===== src/rtl/data_mem_arbiter_pkg.sv =====
// Shared types for the DataMemory arbiter: FSM states, requester IDs and the
// address range check used when a command is latched.
package data_mem_arbiter_pkg;

  typedef enum logic [1:0] {
    ST_IDLE  = 2'd0,
    ST_ISSUE = 2'd1,
    ST_WAIT  = 2'd2
  } state_e;

  typedef enum logic {
    ID_CPU = 1'b0,
    ID_LDR = 1'b1
  } req_id_e;

  // Compared at 64 bits so an address equal to DEPTH never wraps into range.
  function automatic logic addr_out_of_range(input logic [63:0] addr, input logic [63:0] depth);
    return addr >= depth;
  endfunction

endpackage


===== src/rtl/data_mem_arbiter_if.sv =====
// Bundle of the CPU, loader and DataMemory signals around the arbiter.
// slave = arbiter side, master = the surrounding requesters and memory.
interface data_mem_arbiter_if #(
  parameter int ADDR_W = 32,
  parameter int DATA_W = 32
);
  logic              in_cpu_req;
  logic              in_cpu_we;
  logic [ADDR_W-1:0] in_cpu_addr;
  logic [DATA_W-1:0] in_cpu_wdata;
  logic              out_cpu_ack;
  logic              out_cpu_err;
  logic [DATA_W-1:0] out_cpu_rdata;

  logic              in_ldr_req;
  logic              in_ldr_we;
  logic [ADDR_W-1:0] in_ldr_addr;
  logic [DATA_W-1:0] in_ldr_wdata;
  logic              out_ldr_ack;
  logic              out_ldr_err;
  logic [DATA_W-1:0] out_ldr_rdata;

  logic              out_mem_read;
  logic              out_mem_write;
  logic [ADDR_W-1:0] out_mem_addr;
  logic [DATA_W-1:0] out_mem_wdata;
  logic [DATA_W-1:0] in_mem_rdata;
  logic              out_busy;

  modport slave (
    input  in_cpu_req, in_cpu_we, in_cpu_addr, in_cpu_wdata,
    input  in_ldr_req, in_ldr_we, in_ldr_addr, in_ldr_wdata,
    input  in_mem_rdata,
    output out_cpu_ack, out_cpu_err, out_cpu_rdata,
    output out_ldr_ack, out_ldr_err, out_ldr_rdata,
    output out_mem_read, out_mem_write, out_mem_addr, out_mem_wdata,
    output out_busy
  );

  modport master (
    output in_cpu_req, in_cpu_we, in_cpu_addr, in_cpu_wdata,
    output in_ldr_req, in_ldr_we, in_ldr_addr, in_ldr_wdata,
    output in_mem_rdata,
    input  out_cpu_ack, out_cpu_err, out_cpu_rdata,
    input  out_ldr_ack, out_ldr_err, out_ldr_rdata,
    input  out_mem_read, out_mem_write, out_mem_addr, out_mem_wdata,
    input  out_busy
  );
endinterface


===== src/rtl/data_mem_arbiter_rr_arbiter_2.sv =====
// Combinational two-way round-robin pick. Bit 0 is the CPU, bit 1 the loader;
// a requester whose ack is currently high is masked because its req is stale.
module rr_arbiter_2
  import data_mem_arbiter_pkg::*;
(
  input  logic [1:0] req,
  input  logic [1:0] ack_mask,
  input  req_id_e    last_grant,
  output req_id_e    winner,
  output logic       valid
);

  logic [1:0] eligible;

  always_comb begin
    eligible = req & ~ack_mask;
    valid    = |eligible;
    winner   = ID_CPU;
    case (eligible)
      2'b01:   winner = ID_CPU;
      2'b10:   winner = ID_LDR;
      2'b11:   winner = (last_grant == ID_CPU) ? ID_LDR : ID_CPU;
      default: winner = ID_CPU;
    endcase
  end

endmodule


===== src/rtl/data_mem_arbiter.sv =====
// Shares the single-port DataMemory between the CPU MEM stage and the loader:
// IDLE grants and latches a command, ISSUE strobes the memory, WAIT returns the response.
module data_mem_arbiter
  import data_mem_arbiter_pkg::*;
#(
  parameter int DEPTH  = 65536,
  parameter int ADDR_W = 32,
  parameter int DATA_W = 32
) (
  input logic               clk,
  input logic               in_rst_n,
  data_mem_arbiter_if.slave bus
);

  state_e            state_q, state_d;
  req_id_e           last_q, last_d;
  req_id_e           id_q, id_d;
  logic              we_q, we_d;
  logic              err_q, err_d;
  logic              mem_read_q, mem_read_d;
  logic              mem_write_q, mem_write_d;
  logic [ADDR_W-1:0] mem_addr_q, mem_addr_d;
  logic [DATA_W-1:0] mem_wdata_q, mem_wdata_d;
  logic              cpu_ack_q, cpu_ack_d, ldr_ack_q, ldr_ack_d;
  logic              cpu_err_q, cpu_err_d, ldr_err_q, ldr_err_d;
  logic [DATA_W-1:0] cpu_rdata_q, cpu_rdata_d, ldr_rdata_q, ldr_rdata_d;

  req_id_e           winner;
  logic              grant_valid;
  logic              sel_we;
  logic [ADDR_W-1:0] sel_addr;
  logic [DATA_W-1:0] sel_wdata;
  logic              sel_oor;
  logic [DATA_W-1:0] resp_data;

  rr_arbiter_2 u_rr (
    .req        ({bus.in_ldr_req, bus.in_cpu_req}),
    .ack_mask   ({ldr_ack_q, cpu_ack_q}),
    .last_grant (last_q),
    .winner     (winner),
    .valid      (grant_valid)
  );

  assign sel_we    = (winner == ID_LDR) ? bus.in_ldr_we    : bus.in_cpu_we;
  assign sel_addr  = (winner == ID_LDR) ? bus.in_ldr_addr  : bus.in_cpu_addr;
  assign sel_wdata = (winner == ID_LDR) ? bus.in_ldr_wdata : bus.in_cpu_wdata;
  assign sel_oor   = addr_out_of_range(64'(sel_addr), 64'(DEPTH));
  assign resp_data = (!we_q && !err_q) ? bus.in_mem_rdata : '0;

  always_comb begin
    state_d     = state_q;
    last_d      = last_q;
    id_d        = id_q;
    we_d        = we_q;
    err_d       = err_q;
    mem_read_d  = 1'b0;
    mem_write_d = 1'b0;
    mem_addr_d  = mem_addr_q;
    mem_wdata_d = mem_wdata_q;
    cpu_ack_d   = 1'b0;
    ldr_ack_d   = 1'b0;
    cpu_err_d   = cpu_err_q;
    ldr_err_d   = ldr_err_q;
    cpu_rdata_d = cpu_rdata_q;
    ldr_rdata_d = ldr_rdata_q;

    case (state_q)
      ST_IDLE: begin
        if (grant_valid) begin
          state_d     = ST_ISSUE;
          last_d      = winner;
          id_d        = winner;
          we_d        = sel_we;
          err_d       = sel_oor;
          mem_read_d  = !sel_we && !sel_oor;
          mem_write_d = sel_we && !sel_oor;
          // A rejected address is kept off the memory bus entirely.
          if (!sel_oor) begin
            mem_addr_d  = sel_addr;
            mem_wdata_d = sel_wdata;
          end
        end
      end
      ST_ISSUE: state_d = ST_WAIT;
      ST_WAIT: begin
        state_d = ST_IDLE;
        if (id_q == ID_CPU) begin
          cpu_ack_d   = 1'b1;
          cpu_err_d   = err_q;
          cpu_rdata_d = resp_data;
        end else begin
          ldr_ack_d   = 1'b1;
          ldr_err_d   = err_q;
          ldr_rdata_d = resp_data;
        end
      end
      default: state_d = ST_IDLE;
    endcase
  end

  always_ff @(posedge clk) begin
    if (!in_rst_n) begin
      state_q     <= ST_IDLE;
      last_q      <= ID_LDR;
      id_q        <= ID_CPU;
      we_q        <= 1'b0;
      err_q       <= 1'b0;
      mem_read_q  <= 1'b0;
      mem_write_q <= 1'b0;
      mem_addr_q  <= '0;
      mem_wdata_q <= '0;
      cpu_ack_q   <= 1'b0;
      ldr_ack_q   <= 1'b0;
      cpu_err_q   <= 1'b0;
      ldr_err_q   <= 1'b0;
      cpu_rdata_q <= '0;
      ldr_rdata_q <= '0;
    end else begin
      state_q     <= state_d;
      last_q      <= last_d;
      id_q        <= id_d;
      we_q        <= we_d;
      err_q       <= err_d;
      mem_read_q  <= mem_read_d;
      mem_write_q <= mem_write_d;
      mem_addr_q  <= mem_addr_d;
      mem_wdata_q <= mem_wdata_d;
      cpu_ack_q   <= cpu_ack_d;
      ldr_ack_q   <= ldr_ack_d;
      cpu_err_q   <= cpu_err_d;
      ldr_err_q   <= ldr_err_d;
      cpu_rdata_q <= cpu_rdata_d;
      ldr_rdata_q <= ldr_rdata_d;
    end
  end

  assign bus.out_mem_read  = mem_read_q;
  assign bus.out_mem_write = mem_write_q;
  assign bus.out_mem_addr  = mem_addr_q;
  assign bus.out_mem_wdata = mem_wdata_q;
  assign bus.out_cpu_ack   = cpu_ack_q;
  assign bus.out_cpu_err   = cpu_err_q;
  assign bus.out_cpu_rdata = cpu_rdata_q;
  assign bus.out_ldr_ack   = ldr_ack_q;
  assign bus.out_ldr_err   = ldr_err_q;
  assign bus.out_ldr_rdata = ldr_rdata_q;
  assign bus.out_busy      = (state_q != ST_IDLE);

endmodule


===== src/flat_wrapper.sv =====
// flat-port wrapper written by rule: the top's interface ports become plain ports
module data_mem_arbiter_flat import data_mem_arbiter_pkg::*;
#(
  parameter int DEPTH  = 65536,
  parameter int ADDR_W = 32,
  parameter int DATA_W = 32
)
  (clk, in_rst_n, bus_in_cpu_req, bus_in_cpu_we, bus_in_cpu_addr, bus_in_cpu_wdata, bus_in_ldr_req, bus_in_ldr_we, bus_in_ldr_addr, bus_in_ldr_wdata, bus_in_mem_rdata, bus_out_cpu_ack, bus_out_cpu_err, bus_out_cpu_rdata, bus_out_ldr_ack, bus_out_ldr_err, bus_out_ldr_rdata, bus_out_mem_read, bus_out_mem_write, bus_out_mem_addr, bus_out_mem_wdata, bus_out_busy);
  data_mem_arbiter_if #(.ADDR_W(ADDR_W), .DATA_W(DATA_W)) bus_i ();
  input logic clk;
  input logic in_rst_n;
  input wire logic [$bits(bus_i.in_cpu_req)-1:0] bus_in_cpu_req;
  input wire logic [$bits(bus_i.in_cpu_we)-1:0] bus_in_cpu_we;
  input wire logic [$bits(bus_i.in_cpu_addr)-1:0] bus_in_cpu_addr;
  input wire logic [$bits(bus_i.in_cpu_wdata)-1:0] bus_in_cpu_wdata;
  input wire logic [$bits(bus_i.in_ldr_req)-1:0] bus_in_ldr_req;
  input wire logic [$bits(bus_i.in_ldr_we)-1:0] bus_in_ldr_we;
  input wire logic [$bits(bus_i.in_ldr_addr)-1:0] bus_in_ldr_addr;
  input wire logic [$bits(bus_i.in_ldr_wdata)-1:0] bus_in_ldr_wdata;
  input wire logic [$bits(bus_i.in_mem_rdata)-1:0] bus_in_mem_rdata;
  output wire logic [$bits(bus_i.out_cpu_ack)-1:0] bus_out_cpu_ack;
  output wire logic [$bits(bus_i.out_cpu_err)-1:0] bus_out_cpu_err;
  output wire logic [$bits(bus_i.out_cpu_rdata)-1:0] bus_out_cpu_rdata;
  output wire logic [$bits(bus_i.out_ldr_ack)-1:0] bus_out_ldr_ack;
  output wire logic [$bits(bus_i.out_ldr_err)-1:0] bus_out_ldr_err;
  output wire logic [$bits(bus_i.out_ldr_rdata)-1:0] bus_out_ldr_rdata;
  output wire logic [$bits(bus_i.out_mem_read)-1:0] bus_out_mem_read;
  output wire logic [$bits(bus_i.out_mem_write)-1:0] bus_out_mem_write;
  output wire logic [$bits(bus_i.out_mem_addr)-1:0] bus_out_mem_addr;
  output wire logic [$bits(bus_i.out_mem_wdata)-1:0] bus_out_mem_wdata;
  output wire logic [$bits(bus_i.out_busy)-1:0] bus_out_busy;
  assign bus_i.in_cpu_req = bus_in_cpu_req;
  assign bus_i.in_cpu_we = bus_in_cpu_we;
  assign bus_i.in_cpu_addr = bus_in_cpu_addr;
  assign bus_i.in_cpu_wdata = bus_in_cpu_wdata;
  assign bus_i.in_ldr_req = bus_in_ldr_req;
  assign bus_i.in_ldr_we = bus_in_ldr_we;
  assign bus_i.in_ldr_addr = bus_in_ldr_addr;
  assign bus_i.in_ldr_wdata = bus_in_ldr_wdata;
  assign bus_i.in_mem_rdata = bus_in_mem_rdata;
  assign bus_out_cpu_ack = bus_i.out_cpu_ack;
  assign bus_out_cpu_err = bus_i.out_cpu_err;
  assign bus_out_cpu_rdata = bus_i.out_cpu_rdata;
  assign bus_out_ldr_ack = bus_i.out_ldr_ack;
  assign bus_out_ldr_err = bus_i.out_ldr_err;
  assign bus_out_ldr_rdata = bus_i.out_ldr_rdata;
  assign bus_out_mem_read = bus_i.out_mem_read;
  assign bus_out_mem_write = bus_i.out_mem_write;
  assign bus_out_mem_addr = bus_i.out_mem_addr;
  assign bus_out_mem_wdata = bus_i.out_mem_wdata;
  assign bus_out_busy = bus_i.out_busy;
  data_mem_arbiter #(.DEPTH(DEPTH), .ADDR_W(ADDR_W), .DATA_W(DATA_W)) u_core (.clk(clk), .in_rst_n(in_rst_n), .bus(bus_i));
endmodule

===== config.mk =====
export PLATFORM = sky130hd
export DESIGN_NAME = data_mem_arbiter_flat
export DESIGN_NICKNAME = d
export VERILOG_FILES = /design/src/rtl/data_mem_arbiter_pkg.sv /design/src/rtl/data_mem_arbiter_if.sv /design/src/rtl/data_mem_arbiter_rr_arbiter_2.sv /design/src/rtl/data_mem_arbiter.sv /design/src/flat_wrapper.sv
export SDC_FILE = /design/constraint.sdc
export NUM_CORES = 1
export LEC_CHECK = 0
export CAP_MARGIN = 40
export CORE_UTILIZATION = 35
export DETAILED_ROUTE_END_ITERATION = 10
export PLACE_DENSITY = 0.82
export SETUP_SLACK_MARGIN = 0.15
export SLEW_MARGIN = 5
export SYNTH_ARGS = -nofsm -noshare
export SYNTH_HDL_FRONTEND = slang
export SYNTH_HIERARCHICAL = 1
export SYNTH_SLANG_ARGS = --single-unit

===== constraint.sdc =====
create_clock -name clk -period 4.38 [get_ports clk]
set_input_delay 0.876 -clock clk [delete_from_list [all_inputs] [get_ports clk]]
set_output_delay 0.876 -clock clk [all_outputs]
set_load 0.01 [all_outputs]

# After elaboration in Yosys (flattened, before gate mapping)
# Cells that the tools add are included.
# totals
regBits	140
input_bits	166
output_inout_bits	135
elab_cells	51
# op_classes
n_reduce_logical	16
muxes	10
order_cmp	1
n_bitwise	4
n_eq_ne	5
# ops
op	n
32-bit 2-to-1 mux	3
32-bit by 17-bit >= comparator with 1-bit output, second input constant	1
2-bit AND reduction	4
2-bit equality test, second input constant	3
3-bit AND reduction	2
1-bit logical NOT	4
1-bit 2-to-1 mux	4
2-bit one-hot mux with 2 select lines	1
1-bit logical AND	3
2-bit AND	1
2-bit by 1-bit equality test with 1-bit output, second input constant	1
2-bit logical NOT	1
2-bit 2-to-1 mux	1
2-bit by 1-bit != test with 1-bit output, second input constant	1
1-bit inverter	2
2-bit inverter	1
1-bit one-hot mux with 2 select lines	1
2-bit nonzero test	1
2-bit OR reduction	1

# Depth between registers and ports, before layout
# Gate-level depths: netlist of the first run.
# logic_depth
depth_word	8
mapped_depth	9
ltp_nobuf	6

# Cells and area by module
# Netlist of the first run, hierarchy kept.
# modules_own_cells
mod	cells_per_inst	area_per_inst_um2	n_inst	seq_area_each_um2
data_mem_arbiter	646	5713.0	1	2802.7
rr_arbiter_2	5	38.8	1	0.0

# Worst setup path after synthesis of the first run
# Ideal clock, no wire load.
# synth_timing
kind	input-to-reg
from	input port bus_in_ldr_req
to	register u_core.mem_addr_q[0] (netlist: u_core/bus.out_mem_addr[0])
setup_ps	120
path_slack_ps	1922
required_time_ps	4260
arrival_time_ps	2339
n_path_buf	4
cell_stages	9
cell_sequence	nand2b_4 > a31oi_2 > buf_6 > or3_4 > o32a_1 > clkbuf_1 > buf_6 > buf_6 > mux2i_1
# synth_between
elab_chain_cells	7
elab_cells_between_ends	9
cone_classes	order compare (1); eq/ne (2); mux (2); bitwise (2); reduce/logical (2)
# synth_rtl
element	line_no	text
start: declaration	flat_wrapper.sv:16	input wire logic [$bits(bus_i.in_ldr_req)-1:0] bus_in_ldr_req;
2-bit AND *	data_mem_arbiter_rr_arbiter_2.sv:16	eligible = req & ~ack_mask;
2-bit equality test	data_mem_arbiter_rr_arbiter_2.sv:19	case (eligible)
1-bit one-hot mux with 2 select lines *	data_mem_arbiter_rr_arbiter_2.sv:19	
via u_core.winner	data_mem_arbiter.sv:28	req_id_e winner;
32-bit 2-to-1 mux *	data_mem_arbiter.sv:45	assign sel_addr = (winner == ID_LDR) ? bus.in_ldr_addr : bus.in_cpu_addr;
32-bit by 17-bit >= comparator with 1-bit output	data_mem_arbiter_pkg.sv:18	return addr >= depth;
1-bit inverter (no source line)	-	
3-bit AND reduction (no source line)	-	
end signal: assignment	data_mem_arbiter.sv:126	mem_addr_q <= mem_addr_d;
end: declaration	data_mem_arbiter.sv:22	logic [ADDR_W-1:0] mem_addr_q, mem_addr_d;
# Mark *: on every way through the listed nets, which the timed path passes. The rest lies on a longest branch.
# A chain may end at the register's enable or synchronous reset.

# Final worst setup path of the first run
# layout_timing
from	input port bus_in_cpu_req
to	register u_core.mem_addr_q[13] (netlist: u_core/bus.out_mem_addr[13])
# layout_between
elab_cells_between_ends	9
cone_classes	order compare (1); eq/ne (2); mux (2); bitwise (2); reduce/logical (2)
# layout_rtl
element	line_no	text
start: declaration	flat_wrapper.sv:12	input wire logic [$bits(bus_i.in_cpu_req)-1:0] bus_in_cpu_req;
2-bit AND	data_mem_arbiter_rr_arbiter_2.sv:16	
2-bit OR reduction	data_mem_arbiter_rr_arbiter_2.sv:17	valid = |eligible;
via u_core.grant_valid	data_mem_arbiter.sv:29	logic grant_valid;
3-bit AND reduction (no source line)	-	
# The timed path passes the listed nets, and every way through them passes these cells.

==> out/metrics.csv, run 1 <==
metric;value;unit
drc;0;
run_status;completed;
grt_overflow_total;0;
count_of_flip_flops_with_a_built_in_enable_after_synthesis;0;
syn-num-nets;817;
avgRoutedWirePerCell;15.53;um
viasPerCell;4.829;
overall_routing_resource_usage;0.2102;
seq_area_frac_synth;0.4873;
timing_worst_setup_path_type;in2reg;
yosysUniqueCellTypes;29;
layout-area-overhead-vs-synth;66.06;%
drv_cap;0;
start_util;0.3608;
grt_first_pass_wirelength;27280;um
numCtsBuffers;17;
postLayoutCoreUtil;0.5991;
fin_tns_setup;0;ns
h-tree-depth;4;
antenna_violating_nets_post_route;0;
initial_antenna_violation_count;0;
min_path_cells;2;
fin_crit;3.101;ns
initialDrtViolationCount;323;
syn_area;5752;sq um
insertedDiodeCount;0;
worst_hold_startpoint;u_core/bus.out_ldr_rdata[1];
clock-sinks;140;
gpl.final_weighted_congestion;0.7759;
intPower;2.374;mW
root_buffer;sky130_fd_sc_hd__clkbuf_16;
critical_path_required;4.63;ns
leakagePower;3.645;nW
synthesis.area_per_instance;8.835;sq um
rows;46;
post-cts-setup-buffers;0;
top_fanout_value_on_the_critical_path;48;
synth-async-reset-ratio;0;
largest_net_degree_at_the_start_of_global_routing;91;
worst_ir_drop_vdd;0.0002798;V
core;15940;sq um
final_cell_mix;299 x sky130_fd_sc_hd__clkdlybuf4s50_1, 171 x sky130_fd_sc_hd__nand2_1, 140 x sky130_fd_sc_hd__dfxtp_1;
mostFrequentLayoutCell;sky130_fd_sc_hd__clkdlybuf4s50_1;
yosys-top-cells-area;sky130_fd_sc_hd__dfxtp_1 49%, sky130_fd_sc_hd__nand2_1 11%, sky130_fd_sc_hd__mux2_2 9.4%;
detailedPlacementHpwl;13330;um
dr_total_vias;5607;
final_hold_viol_count;0;
final-setup-viol-count;0;
design.final.nets;1098;
top_level_ports;301;
grt_setup_unrepaired;false;
power_density;324.5;nW/um^2
comb_power_share;0.127;
seqPwrFrac;0.420;
design.die.area;16950;sq um
dpl_worst_slack;0.9115;ns
setup.reg_to_reg.worst_slack;1.97;ns
switching_power;726.0;uW
reg2regPathDepth;7;
total_power;3.100;mW
p_sw_frac;0.2342;
chipHeight;130.2;um
worstReg2RegStart;u_core/bus.out_ldr_ack;
clk_latency;0.41;ns
fin_crit_sh;0.7080;
min-delay-path-class;reg2reg;
netlist_instances;651;
cts.reportedPaths.clkPinSlew;0.06;ns
cts_tree;done;
ys_dominant_reg_cell;sky130_fd_sc_hd__dfxtp_1;
setup.worst_path.start_class;input pin;
drt-total-wl;18040;um
cts.hold.buffers_added;0;
synth_warn;6;
postCtsResizedCells;0;
finalWorstSetupSlack;1.279;ns
clock-skew-final;0.009572;ns
p_clk_frac;0.454;
maxSlewHeadroom;0.4565;
worst_setup_path_end_kind;flip-flop;
synth_top_area_cell;sky130_fd_sc_hd__dfxtp_1;
fmaxAchievable;322.5;MHz
port-buffer-count;300;
vias_in_the_first_global_route;5455;
cts.path.max_buffers;2;
final_layout_size_suffix_gt1_frac;0.1090;
crit_start;bus_in_cpu_req;
synth_top_area_share;0.4873;
detailedRoute.firstPassIterationCount;6;
critPathArrivalTime;3.35;ns
timing_max_transition_violations_final;0;
tightestPinTransition;0.8153;ns
die_w;130.2;um
ys_seq_elements;140;
-- cell families after synthesis --
group / share of synthesized area
AOI/OAI and AO/OA: 0.06852
buffers and inverters: 0.04307
DFF: 0.4873
muxes: 0.1775
and+or+nand+nor: 0.2236
-- area by class of cell --
| type | instances | area [sq um] |
|---|---|---|
| timing repair buffer | 314 | 3151 |
| clock inverter | 13 | 142.6 |
| sequential | 140 | 2803 |
| fill | 1374 | 6391 |
| inverter | 5 | 18.77 |
| tap | 216 | 270.3 |
| clock buffer | 19 | 442.9 |
| multi-input combinational | 454 | 2724 |
-- worst max-delay path, cell delays in order --
cell,delay [ns]
sky130_fd_sc_hd__clkdlybuf4s50_1,0.52
sky130_fd_sc_hd__inv_1,0.06
sky130_fd_sc_hd__o21ai_1,0.31
sky130_fd_sc_hd__nor3b_1,0.52
sky130_fd_sc_hd__nand2_1,0.11
sky130_fd_sc_hd__o32a_2,0.34
sky130_fd_sc_hd__buf_4,0.37
sky130_fd_sc_hd__mux2i_1,0.21
-- synth_stat cells, types with 2 or more instances --
| master | count |
|---|---|
| sky130_fd_sc_hd__nor3_1 | 3 |
| sky130_fd_sc_hd__nor3b_1 | 19 |
| sky130_fd_sc_hd__dfxtp_1 | 140 |
| sky130_fd_sc_hd__a21oi_1 | 67 |
| sky130_fd_sc_hd__nand3_1 | 66 |
| sky130_fd_sc_hd__buf_6 | 4 |
| sky130_fd_sc_hd__o32a_1 | 2 |
| sky130_fd_sc_hd__o21ai_1 | 2 |
| sky130_fd_sc_hd__mux2i_1 | 48 |
| sky130_fd_sc_hd__clkbuf_1 | 44 |
| sky130_fd_sc_hd__nand2_1 | 171 |
| sky130_fd_sc_hd__nor2_1 | 9 |
| sky130_fd_sc_hd__nor4_1 | 7 |
| sky130_fd_sc_hd__nand4_1 | 2 |
| sky130_fd_sc_hd__inv_1 | 4 |
| sky130_fd_sc_hd__buf_2 | 3 |
| sky130_fd_sc_hd__mux2_2 | 48 |
-- metal layers --
layer | track usage | vias to the layer above | part of all wire
met4 | 0.07456 | 0 | 0.021
met1 | 0.2134 | 2595 | 0.36
li1 | - | 2776 | -
met3 | 0.06478 | 21 | 0.082
met2 | 0.4018 | 215 | 0.54
met5 | 0 | - | 0
-- metrics by stage --
| step | cell area (sq um) | hold slack [ns] | instances |
|---|---|---|---|
| floorplan | 5752 | 0.4483 | 651 |
| global placement | 8891 | 0.4404 | 1125 |
| detailed placement | 8966 | 0.4458 | 1129 |
| CTS | 9552 | 0.4533 | 1161 |
| global route | 9552 | 0.4657 | 1161 |
| finish | 9552 | 0.4508 | 1161 |
-- worst paths after layout --
| path | end |
|---|---|
| setup reg to reg | u_core/bus.out_mem_addr[13] |
| hold reg to reg | u_core/bus.out_ldr_rdata[1] |
| setup / recovery | u_core/bus.out_mem_addr[13] |
| hold / removal | u_core/bus.out_ldr_rdata[1] |
-- state kept, by name (all words and copies together) (netlist names) --
signal and count:
u_core/state_q 2, u_core/last_q 1, u_core/err_q 1, u_core/bus.out_mem_addr 32
u_core/bus.out_cpu_err 1, u_core/bus.out_cpu_rdata 32, u_core/id_q 1, u_core/bus.out_mem_read 1
u_core/bus.out_ldr_err 1, u_core/bus.out_cpu_ack 1, u_core/bus.out_ldr_ack 1, u_core/bus.out_mem_wdata 32
u_core/we_q 1, u_core/bus.out_mem_write 1, u_core/bus.out_ldr_rdata 32
-- power groups by stage --
stage | clock network (mW) | registers [mW] | logic [mW]
global placement | 0 | 1.33 | 0.378
global route | 1.50 | 1.30 | 0.422
detailed placement | 0 | 1.33 | 0.393
CTS | 1.44 | 1.30 | 0.395
finish | 1.41 | 1.30 | 0.392
floorplan | 0 | 1.33 | 0.164
Note: power is estimated with default switching activity, not from simulation.
==> run 2, diff against run 1 <==
Clock period 4.38 ns to 3.05 ns, I/O delays scaled along.
==> run 2 against run 1 <==
Flip-flop and latch count unchanged. Design area up 0.35%. Cell count up 0.17%. Wire length down 1.8%. Clock-buffer cell count up 3. Utilization up 0.21 points. Highest routed layer unchanged.
==> out/metrics.csv, run 2 (synthesis results as in run 1) <==
metric;value;unit;change
critical_path_required;3.32;ns;-1.31 ns
multi_input_comb_area;2724;sq um;unchanged
final-setup-viol-count;0;;unchanged
grt_overflow_total;0;;unchanged
reg2reg_to;u_core/bus.out_mem_wdata[31];;
port-buffer-count;300;;unchanged
fillerInstances;1390;;+1.2%
min-delay-path-class;reg2reg;;
critPathArrivalTime;2.61;ns;-0.74 ns
min_path_cells;2;;unchanged
viasPerCell;4.853;;+0.49%
initial_antenna_violation_count;0;;unchanged
final_layout_size_suffix_gt1_frac;0.1098;;+0.0008258
timing_max_transition_violations_final;0;;unchanged
dr_total_vias;5644;;+0.66%
gpl.final_weighted_congestion;0.7463;;-3.8%
reg2regPathDepth;5;;-2
cts.path.max_buffers;2;;unchanged
fin_hold_ws;0.4516;ns;+0.0007830 ns
final_cell_mix;299 x sky130_fd_sc_hd__clkdlybuf4s50_1, 171 x sky130_fd_sc_hd__nand2_1, 140 x sky130_fd_sc_hd__dfxtp_1;;
crit_start;bus_in_cpu_req;;
run_status;completed;;
fin_crit_sh;0.7645;;
rows;46;;unchanged
setup.worst_path.start_class;input pin;;
overall_routing_resource_usage;0.2054;;-0.004870
power_density;481.8;nW/um^2;+48%
worstReg2RegStart;u_core/last_q;;
seqPwrFrac;0.405;;-0.015
intPower;3.607;mW;+52%
core;15940;sq um;unchanged
fin_tns_setup;0;ns;unchanged
cts_tree;done;;
fin_crit;2.332;ns;
top_level_ports;301;;unchanged
start_util;0.3608;;unchanged
numCtsBuffers;17;;unchanged
clock-sinks;140;;unchanged
p_sw_frac;0.2188;;-0.01538
setup.reg_to_reg.worst_slack;1.08;ns;-0.89 ns
maxSlewHeadroom;0.4524;;-0.004117
tightestPinTransition;0.8214;ns;+0.006176 ns
avgRoutedWirePerCell;15.22;um;-2.0%
worst_setup_path_end_kind;flip-flop;;
initialDrtViolationCount;218;;-33%
layout-area-overhead-vs-synth;66.65;%;
vias_in_the_first_global_route;5244;;-3.9%
grt_first_pass_wirelength;26510;um;-2.8%
detailedRoute.firstPassIterationCount;4;;-2
insertedDiodeCount;0;;unchanged
detailed_place.area;8949;sq um;-0.20%
sequential_area;2803;sq um;unchanged
drt-total-wl;17700;um;-1.8%
largest_net_degree_at_the_start_of_global_routing;61;;-33%
root_buffer;sky130_fd_sc_hd__clkbuf_16;;
final_hold_viol_count;0;;unchanged
chipHeight;130.2;um;unchanged
cts.reportedPaths.clkPinSlew;0.06;ns;about the same
crit_end;u_core/bus.out_mem_wdata[31];;
mostFrequentLayoutCell;sky130_fd_sc_hd__clkdlybuf4s50_1;;
design.die.area;16950;sq um;unchanged
drc;0;;unchanged
leakagePower;3.680;nW;+0.94%
comb_power_share;0.119;;-0.008
total_power;4.618;mW;+49%
top_fanout_value_on_the_critical_path;48;;unchanged
post-cts-setup-buffers;0;;unchanged
switching_power;1.010;mW;+39%
h-tree-depth;4;;unchanged
postCtsResizedCells;0;;unchanged
cts.hold.buffers_added;0;;unchanged
fmaxAchievable;428.9;MHz;
die_w;130.2;um;unchanged
worst_hold_startpoint;u_core/bus.out_cpu_rdata[11];;
clock-skew-final;0.006629;ns;-0.002943 ns
detailedPlacementHpwl;13000;um;-2.5%
worst_ir_drop_vdd;0.0004030;V;+44%
design.final.nets;1100;;+0.18%
timing_worst_setup_path_type;in2reg;;
p_clk_frac;0.476;;+0.022
grt_setup_unrepaired;false;;
drv_cap;0;;unchanged
final_design_area_no_fill;9585;sq um;+0.35%
antenna_violating_nets_post_route;0;;unchanged
clk_latency;0.41;ns;about the same
run 2: how the worst min path moves through the flow:
stage | slack [ns] | endpoint
2_1_floorplan | 0.45 | u_core/state_q[1]
3_3_place_gp | 0.44 | u_core/bus.out_ldr_rdata[7]
3_5_place_dp | 0.45 | u_core/bus.out_cpu_rdata[14]
4_1_cts | 0.45 | u_core/bus.out_cpu_rdata[14]
5_1_grt | 0.47 | u_core/bus.out_cpu_rdata[16]
6_report | 0.45 | u_core/bus.out_cpu_rdata[11]
run 2: power by group through the flow:
| stage | combinational (mW) | clock [mW] | sequential, mW |
|---|---|---|---|
| after floorplan | 0.236 | 0 | 1.91 |
| after detailed placement | 0.552 | 0 | 1.91 |
| after global placement | 0.548 | 0 | 1.91 |
| after global routing | 0.597 | 2.34 | 1.87 |
| after CTS | 0.555 | 2.25 | 1.87 |
| final | 0.552 | 2.20 | 1.87 |
run 2: routing by layer:
metal | part of all wire | routed length [um] | vias up | GRT usage
met4 | 0.023 | 400 | 0 | 0.08413
met3 | 0.084 | 1483 | 26 | 0.06232
met5 | 0 | 0 | - | 0
met2 | 0.53 | 9317 | 226 | 0.3783
met1 | 0.37 | 6502 | 2604 | 0.2163
li1 | - | - | 2788 | -
run 2: cell type report:
type,count,share of cell area
flip-flops and latches,140,0.2924
well taps,216,0.02819
clock buffers,22,0.04947
repair buffers,316,0.3268
inverters,5,0.001958
clock inverters,10,0.01697
multi-input cells,454,0.2842
run 2: per-stage QoR:
step           setup WS (ns)  utilization  cells
2_1_floorplan         0.8580            -    651
3_3_place_gp          0.3604       0.5613   1131
3_5_place_dp          0.3033       0.5613   1131
4_1_cts               0.7255       0.6012   1163
5_1_grt               0.5732       0.6012   1163
6_report              0.7182       0.6012   1163
run 2: worst max-delay path: stages:
cell and delay [ns]:
sky130_fd_sc_hd__clkdlybuf4s50_1 0.52, sky130_fd_sc_hd__inv_1 0.05, sky130_fd_sc_hd__o21ai_1 0.18, sky130_fd_sc_hd__nor3b_1 0.35, sky130_fd_sc_hd__nand2_1 0.09, sky130_fd_sc_hd__o32a_2 0.36
sky130_fd_sc_hd__buf_12 0.21, sky130_fd_sc_hd__mux2i_1 0.18
